<file path="config.mk">
export PLATFORM = sky130hd
export DESIGN_NAME = regfile_arbiter
export DESIGN_NICKNAME = d
export VERILOG_FILES = /design/src/rtl/regfile_arb_pkg.sv /design/src/rtl/regfile_arbiter.sv
export SDC_FILE = /design/constraint.sdc
export NUM_CORES = 1
export LEC_CHECK = 0
export CAP_MARGIN = 0
export CORE_AREA = 5 5 115 117
export CTS_CLUSTER_SIZE = 10
export DETAILED_ROUTE_END_ITERATION = 6
export DIE_AREA = 0 0 120 122
export PLACE_DENSITY = 0.66
export SETUP_SLACK_MARGIN = 0.05
export SLEW_MARGIN = 5
export SYNTH_ARGS = -nofsm -noshare
export SYNTH_HDL_FRONTEND = slang
export SYNTH_SLANG_ARGS = --single-unit
</file>
<file path="constraint.sdc">
create_clock -name clk -period 5.37 [get_ports clk]
set_input_delay 1.074 -clock clk [delete_from_list [all_inputs] [get_ports clk]]
set_output_delay 1.074 -clock clk [all_outputs]
set_load 0.03 [all_outputs]
</file>
<file path="src/rtl/regfile_arb_pkg.sv">
// Shared types for the register-file arbiter between the
// DSP core and the host configuration port.
package regfile_arb_pkg;

  typedef enum logic [1:0] {
    IDLE       = 2'd0,
    RD_CAPTURE = 2'd1,
    RSP        = 2'd2
  } arb_state_t;

endpackage

</file>
<file path="src/rtl/regfile_arbiter.sv">
// Muxes the core and host onto the 2R/1W register file.
// The core has priority; a waiting host preempts after MAX_WAIT cycles.
module regfile_arbiter
  import regfile_arb_pkg::*;
#(
  parameter int REGADDR_WIDTH = 5,
  parameter int DATA_WIDTH    = 32,
  parameter int MAX_WAIT      = 15
) (
  input  logic                     clk,
  input  logic                     reset_n,
  input  logic                     core_active,
  input  logic [REGADDR_WIDTH-1:0] core_readAddrA,
  input  logic [REGADDR_WIDTH-1:0] core_readAddrB,
  input  logic [REGADDR_WIDTH-1:0] core_writeAddr,
  input  logic [DATA_WIDTH-1:0]    core_dataW,
  input  logic                     core_writeEnable,
  output logic                     core_stall,
  output logic [DATA_WIDTH-1:0]    core_dataA,
  output logic [DATA_WIDTH-1:0]    core_dataB,
  output logic [REGADDR_WIDTH-1:0] rf_readAddrA,
  output logic [REGADDR_WIDTH-1:0] rf_readAddrB,
  output logic [REGADDR_WIDTH-1:0] rf_writeAddr,
  output logic [DATA_WIDTH-1:0]    rf_dataW,
  output logic                     rf_writeEnable,
  input  logic [DATA_WIDTH-1:0]    rf_dataA,
  input  logic [DATA_WIDTH-1:0]    rf_dataB,
  input  logic                     host_req_valid,
  output logic                     host_req_ready,
  input  logic                     host_req_write,
  input  logic [REGADDR_WIDTH-1:0] host_req_addr,
  input  logic [DATA_WIDTH-1:0]    host_req_data,
  output logic                     host_rsp_valid,
  input  logic                     host_rsp_ready,
  output logic [DATA_WIDTH-1:0]    host_rsp_data
);

  localparam int WAIT_WIDTH =
    (MAX_WAIT > 0) ? $clog2(MAX_WAIT + 1) : 1;
  localparam logic [WAIT_WIDTH-1:0] WAIT_MAX =
    WAIT_WIDTH'(MAX_WAIT);

  arb_state_t              r_state;
  arb_state_t              w_state_nxt;
  logic [WAIT_WIDTH-1:0]   r_wait_cnt;
  logic [WAIT_WIDTH-1:0]   w_wait_nxt;
  logic [DATA_WIDTH-1:0]   r_rsp_data;
  logic [DATA_WIDTH-1:0]   w_rsp_nxt;
  logic                    w_grant;

  assign core_dataA     = rf_dataA;
  assign core_dataB     = rf_dataB;
  assign host_rsp_valid = (r_state == RSP);
  assign host_rsp_data  = r_rsp_data;

  // Reset gating keeps the file untouched while reset is held
  always_comb begin
    w_grant = reset_n && (r_state == IDLE) && host_req_valid &&
              (!core_active || (r_wait_cnt == WAIT_MAX));

    rf_readAddrA   = core_readAddrA;
    rf_readAddrB   = core_readAddrB;
    rf_writeAddr   = core_writeAddr;
    rf_dataW       = core_dataW;
    rf_writeEnable = core_writeEnable && reset_n;
    host_req_ready = w_grant;
    core_stall     = w_grant && core_active;
    w_state_nxt    = r_state;
    w_rsp_nxt      = r_rsp_data;
    w_wait_nxt     = r_wait_cnt;

    unique case (r_state)
      IDLE: begin
        if (w_grant) begin
          if (host_req_write) begin
            rf_writeAddr   = host_req_addr;
            rf_dataW       = host_req_data;
            rf_writeEnable = 1'b1;
            w_rsp_nxt      = '0;
            w_state_nxt    = RSP;
          end else begin
            rf_readAddrA   = host_req_addr;
            rf_writeEnable = 1'b0;
            w_state_nxt    = RD_CAPTURE;
          end
        end
      end
      RD_CAPTURE: begin
        w_rsp_nxt   = rf_dataA;
        w_state_nxt = RSP;
      end
      RSP: begin
        if (host_rsp_ready) w_state_nxt = IDLE;
      end
      default: w_state_nxt = IDLE;
    endcase

    if (!host_req_valid || w_grant) begin
      w_wait_nxt = '0;
    end else if ((r_state == IDLE) && core_active &&
                 (r_wait_cnt != WAIT_MAX)) begin
      w_wait_nxt = r_wait_cnt + WAIT_WIDTH'(1);
    end
  end

  always_ff @(posedge clk or negedge reset_n) begin
    if (!reset_n) begin
      r_state    <= IDLE;
      r_wait_cnt <= '0;
      r_rsp_data <= '0;
    end else begin
      r_state    <= w_state_nxt;
      r_wait_cnt <= w_wait_nxt;
      r_rsp_data <= w_rsp_nxt;
    end
  end

endmodule

</file>
; ---- Word level (Yosys, flattened, before mapping)
; Cells that the tools add are included.
[word_totals]
input_bits = 155
elab_cells = 48
latchBits = 0
ramBits = 0
romBits = 0
mem_count = 0
output_inout_bits = 147
ff_bits = 38
[classes]
add_sub_neg = 1
bitwise_logic = 0
n_mux = 21
mul = 0
n_reduce_logical = 16
n_div = 0
eq_ne = 7
magnitude_cmp = 0
shifts = 0
[op_table]
columns = operator, count
row1 = $mux 32, 5
row2 = $pmux 32 s2, 1
row3 = $mux 5, 6
row4 = $mux 4, 2
row5 = $logic_and 1x1->1, 7
row6 = $mux 2, 3
row7 = $pmux 2 s3, 1
row8 = $add 4x1->4 const B, 1
row9 = $eq 4x4->1 const B, 1
row10 = $ne 2x2->1 const B, 2
row11 = $ne 4x4->1 const B, 1
row12 = $reduce_bool 2->1, 2
row13 = $mux 1, 3
row14 = $reduce_and 3->1, 1
row15 = $eq 2x1->1 const B, 1
row16 = $eq 2x2->1 const B, 1
row17 = $logic_not 1->1, 2
row18 = $logic_not 2->1, 1
row19 = $logic_or 1x1->1, 2
row20 = $ne 2x1->1 const B, 1
row21 = $reduce_and 2->1, 1

; ---- Longest topological paths before layout
[logic_depth]
ltp_word = 6
mapped_depth = 5
depth_no_buf = 4

; ---- Worst setup path before layout
; OpenSTA, ideal clock, no wires.
[synth_timing]
kind = in2out
startpoint = input port host_req_valid
endpoint = output port rf_dataW[0]
arrival_time_ns = 2.218
stages = 4
path_buffers = 1
required_ns = 4.296
path_slack_ns = 2.078
path_cell_list = nand4bb_4 a211oi_4 buf_6 mux2_2
[synth_between]
elab_chain_cells = 4
[synth_lines]
columns = element, line
row1 = from (decl), regfile_arbiter.sv:28  ; input logic host_req_valid,
row2 = $logic_and 1x1->1 (2 in a row), regfile_arbiter.sv:58  ; w_grant = reset_n && (r_state == IDLE) && host_req_valid &&
row3 = $mux 32, regfile_arbiter.sv:74  ; if (w_grant) begin
row4 = $mux 32, regfile_arbiter.sv:72  ; unique case (r_state)
row5 = to (decl), regfile_arbiter.sv:24  ; output logic [DATA_WIDTH-1:0] rf_dataW,
; No other way between the ends.

; ---- Final worst setup path
[layout_timing]
startpoint = input port host_req_valid
endpoint = output port rf_dataW[24]
; The elaborated chain is that of the path after synthesis.

==> flow_summary.rst <==
.. list-table::
   :header-rows: 1

   * - Metric
     - Value
   * - Count of hold-fix buffers inserted at cts
     - 0
   * - Data required time of the critical path
     - 4.30 ns
   * - Floorplan die area
     - 14600 um^2
   * - Max_slew headroom
     - 0.644
   * - Final-layout setup total negative slack
     - 0 ns
   * - Final setup violation count
     - 0
   * - Total number of vias
     - 2588
   * - Area growth, synth to finish
     - 75.0%
   * - Non-filler instance count after layout
     - 601
   * - Master cell of the clock root buffer
     - sky130_fd_sc_hd__clkbuf_16
   * - CTS Buf Count
     - 5
   * - Overall die width
     - 120 um
   * - Biggest fanout along the worst timing path
     - 34
   * - Most numerous cell on the critical path
     - sky130_fd_sc_hd__clkdlybuf4s50_1
   * - RSZ-0062 raised after global routing
     - false
   * - Cell with the largest stage delay on the worst path
     - sky130_fd_sc_hd__clkdlybuf4s50_1
   * - Hold violation count in the final report
     - 0
   * - First-iteration detailed-routing DRC count
     - 53
   * - Placer's final routability congestion estimate
     - 0.813
   * - Number of instances in the synthesized netlist
     - 295
   * - Overall Power
     - 0.00131 W
   * - Worst-path cell chain
     - clkdlybuf4s50_1, nand4bb_4, a211oi_4, buf_4, mux2_2, clkdlybuf4s50_1
   * - Clock skew
     - 0.00549 ns
   * - Post-route design area
     - 4760 um^2
   * - Post-route DRC violation count
     - 0
   * - Initial core utilization
     - 0.222
   * - Register area share after synthesis
     - 0.349
   * - Net count reported at finish
     - 606
   * - Ratio of final minimum period to clock period
     - 0.835
   * - Portion of synthesized cell area occupied by the leading cell type
     - 0.349
   * - Most numerous cell types in the synthesized netlist
     - sky130_fd_sc_hd__buf_4 (69), sky130_fd_sc_hd__nand2_1 (65), sky130_fd_sc_hd__mux2_2 (42), sky130_fd_sc_hd__dfrtp_1 (38), sky130_fd_sc_hd__o21ai_0 (34)
   * - Avg Vias per Cell
     - 4.31
   * - Actual slew at the worst max-slew pin
     - 0.532 ns
   * - Cell area after synthesis
     - 2720 um^2
   * - Deepest level of the CTS H-tree
     - 2
   * - Source-to-sink clock delay at the later pin of the worst-skew pair
     - 0.28 ns
   * - Net count after synthesis
     - 451
   * - Largest stage delay, worst path
     - 0.63 ns
   * - Maximum buffer depth of the clock tree
     - 2
   * - Vert. Die Dim
     - 122 um
   * - Cell variety after synth
     - 33
   * - DRT Wirelength
     - 10400 um
   * - Tightest Hold Check Type
     - reg -> reg
   * - Most instantiated library cell after synthesis
     - sky130_fd_sc_hd__buf_4
   * - Clock net sink count
     - 38
   * - Routed length per placed instance
     - 17.3 um
   * - Maximum clock frequency
     - 223 MHz
   * - Top post-synthesis cells by area
     - sky130_fd_sc_hd__dfrtp_1 (35%), sky130_fd_sc_hd__buf_4 (19%), sky130_fd_sc_hd__mux2_2 (17%)
   * - Family with the most delay on the worst path
     - buffers and inverters
   * - Main flop type after synthesis
     - sky130_fd_sc_hd__dfrtp_1
   * - Setup repair bufs after CTS
     - 0
   * - Critical path startpoint category
     - primary input
   * - Ant. Diodes
     - 0
   * - Number of antenna violations at the first check in global routing
     - 0
   * - Dpl cell area
     - 4600 um^2
   * - Capturing element type of the critical path
     - output pin
   * - First-pass iteration count of the detailed router
     - 4
   * - Cell taking the most area after synthesis
     - sky130_fd_sc_hd__dfrtp_1
   * - Pre-CTS setup slack
     - 0.866 ns
   * - Yosys warning total
     - 0
   * - Number of flops mapped to enable cells by yosys
     - 0
   * - Num rows
     - 41
   * - First-pass GRT wire length
     - 15500 um
   * - Clock period minus final worst setup slack
     - 4.48 ns
   * - Instance count after placement with tap cells included
     - 593
   * - Clock tree from TritonCTS
     - done
   * - Clock input transition at the sequential cells of the worst setup and hold paths
     - 0.05 ns
   * - Number of buffer and inverter stages on the critical path
     - 3
   * - Fraction of registers with async set/reset
     - 1.00
   * - Placed wire-length estimate
     - 8750 um
   * - Number of primary I/O pins
     - 302
   * - Status
     - complete, no violations
   * - Number of flip-flops and latches in the synthesized netlist
     - 38
   * - Worst VDD drop
     - 0.000113 V
   * - Number of global-route vias before repair
     - 2843
   * - Leakage power summed over all cells
     - 1.86 nW
   * - Total GRT Usage
     - 0.135
   * - Post-synthesis area per instance
     - 9.23 um^2
   * - Layout cells sized above 1
     - 0.140
   * - Number of antenna-violating nets in the routed design
     - 0
   * - Congestion Overflow GR
     - 0
   * - Final max-slew violation count
     - 0
   * - Resized Gates After CTS
     - 0
   * - Pwr per Cell Area
     - 274 nW/um^2
   * - Number of I/O port buffers
     - 227
   * - Largest net degree at the start of global routing
     - 41
   * - Crit Path Class
     - in -> out
   * - Area of the placeable core
     - 12300 um^2
   * - Final WS setup
     - 0.886 ns
   * - Data arrival time of the critical path
     - 3.41 ns
   * - Max-cap violations
     - 0
==> cell type report <==
cell class              instances  area, um^2
fillers                      1200        7500
repair buffers                232        2300
multi-input cells             169        1140
flip-flops and latches         38         951
well taps                     150         188
clock buffers                   7         133
clock inverters                 1        30.0
inverters                       4        15.0
==> routing by layer <==
metal  part of all wire  vias up  wire length, um  GRT usage
met5                  0        -                0          0
met4              0.024        0              251     0.0437
met3               0.11       21             1160     0.0585
met2               0.53      163             5500      0.253
met1               0.33     1168             3470      0.133
li1                   -     1236                -          -
==> registers in the layout, indices dropped and copies added (netlist names) <==
signal	count
host_rsp_data	32
r_state	2
r_wait_cnt	4
==> worst paths after layout <==
path	depth (start not counted)	startpoint	end	slack [ns]
setup / recovery	6	host_req_valid	rf_dataW[24]	0.89
hold / removal	2	host_rsp_data[25]$_DFFE_PN0P_	host_rsp_data[25]$_DFFE_PN0P_	0.53
setup reg to reg	5	r_wait_cnt[0]$_DFFE_PN0P_	host_rsp_data[6]$_DFFE_PN0P_	3.43
hold reg to reg	2	host_rsp_data[25]$_DFFE_PN0P_	host_rsp_data[25]$_DFFE_PN0P_	0.53
max in group asynchronous	2	reset_n	host_rsp_data[21]$_DFFE_PN0P_	4.06
min in group asynchronous	2	reset_n	r_wait_cnt[3]$_DFFE_PN0P_	0.96
==> logic make-up after synthesis <==
kind of cell             share of synthesized area
buffers and inverters                        0.232
AND/OR/NAND/NOR                              0.139
AO/OA/AOI/OAI                                0.102
multiplexers                                 0.174
flip-flops                                   0.349
adder cells (fa/ha/maj)                    0.00459
==> through the flow <==
stage,hold slack [ns],util
finish,0.527,0.389
global route,0.557,0.389
CTS,0.533,0.389
detailed placement,0.524,0.375
global placement,0.517,0.375
floorplan,0.564,-
==> cells in the final DEF, fill, tap and decap left out, drive strengths merged, types with 2 or more instances in the layout <==
cell type,n
clkdlybuf4s50,226
nand2,65
mux2,42
dfrtp,38
o21ai,34
clkbuf,7
buf,6
inv,4
a211oi,4
nand3,3
a21oi,2
nor4,2
nor2b,2
a2111oi,2
==> power breakdown <==
group,leakage (nW),total [W],switching [W],internal (W)
Sequential,0.494,0.000383,0.0000345,0.000349
Clock,0.0781,0.000329,0.000109,0.000219
Combinational,1.29,0.000594,0.000317,0.000277
==> worst min-delay path: cells and delay by family (launching register included) <==
kind            cells  cell delay [ns]
flops               1             0.37
compound gates      1             0.06
simple gates        1             0.05
(Power assumes the default switching activity.)
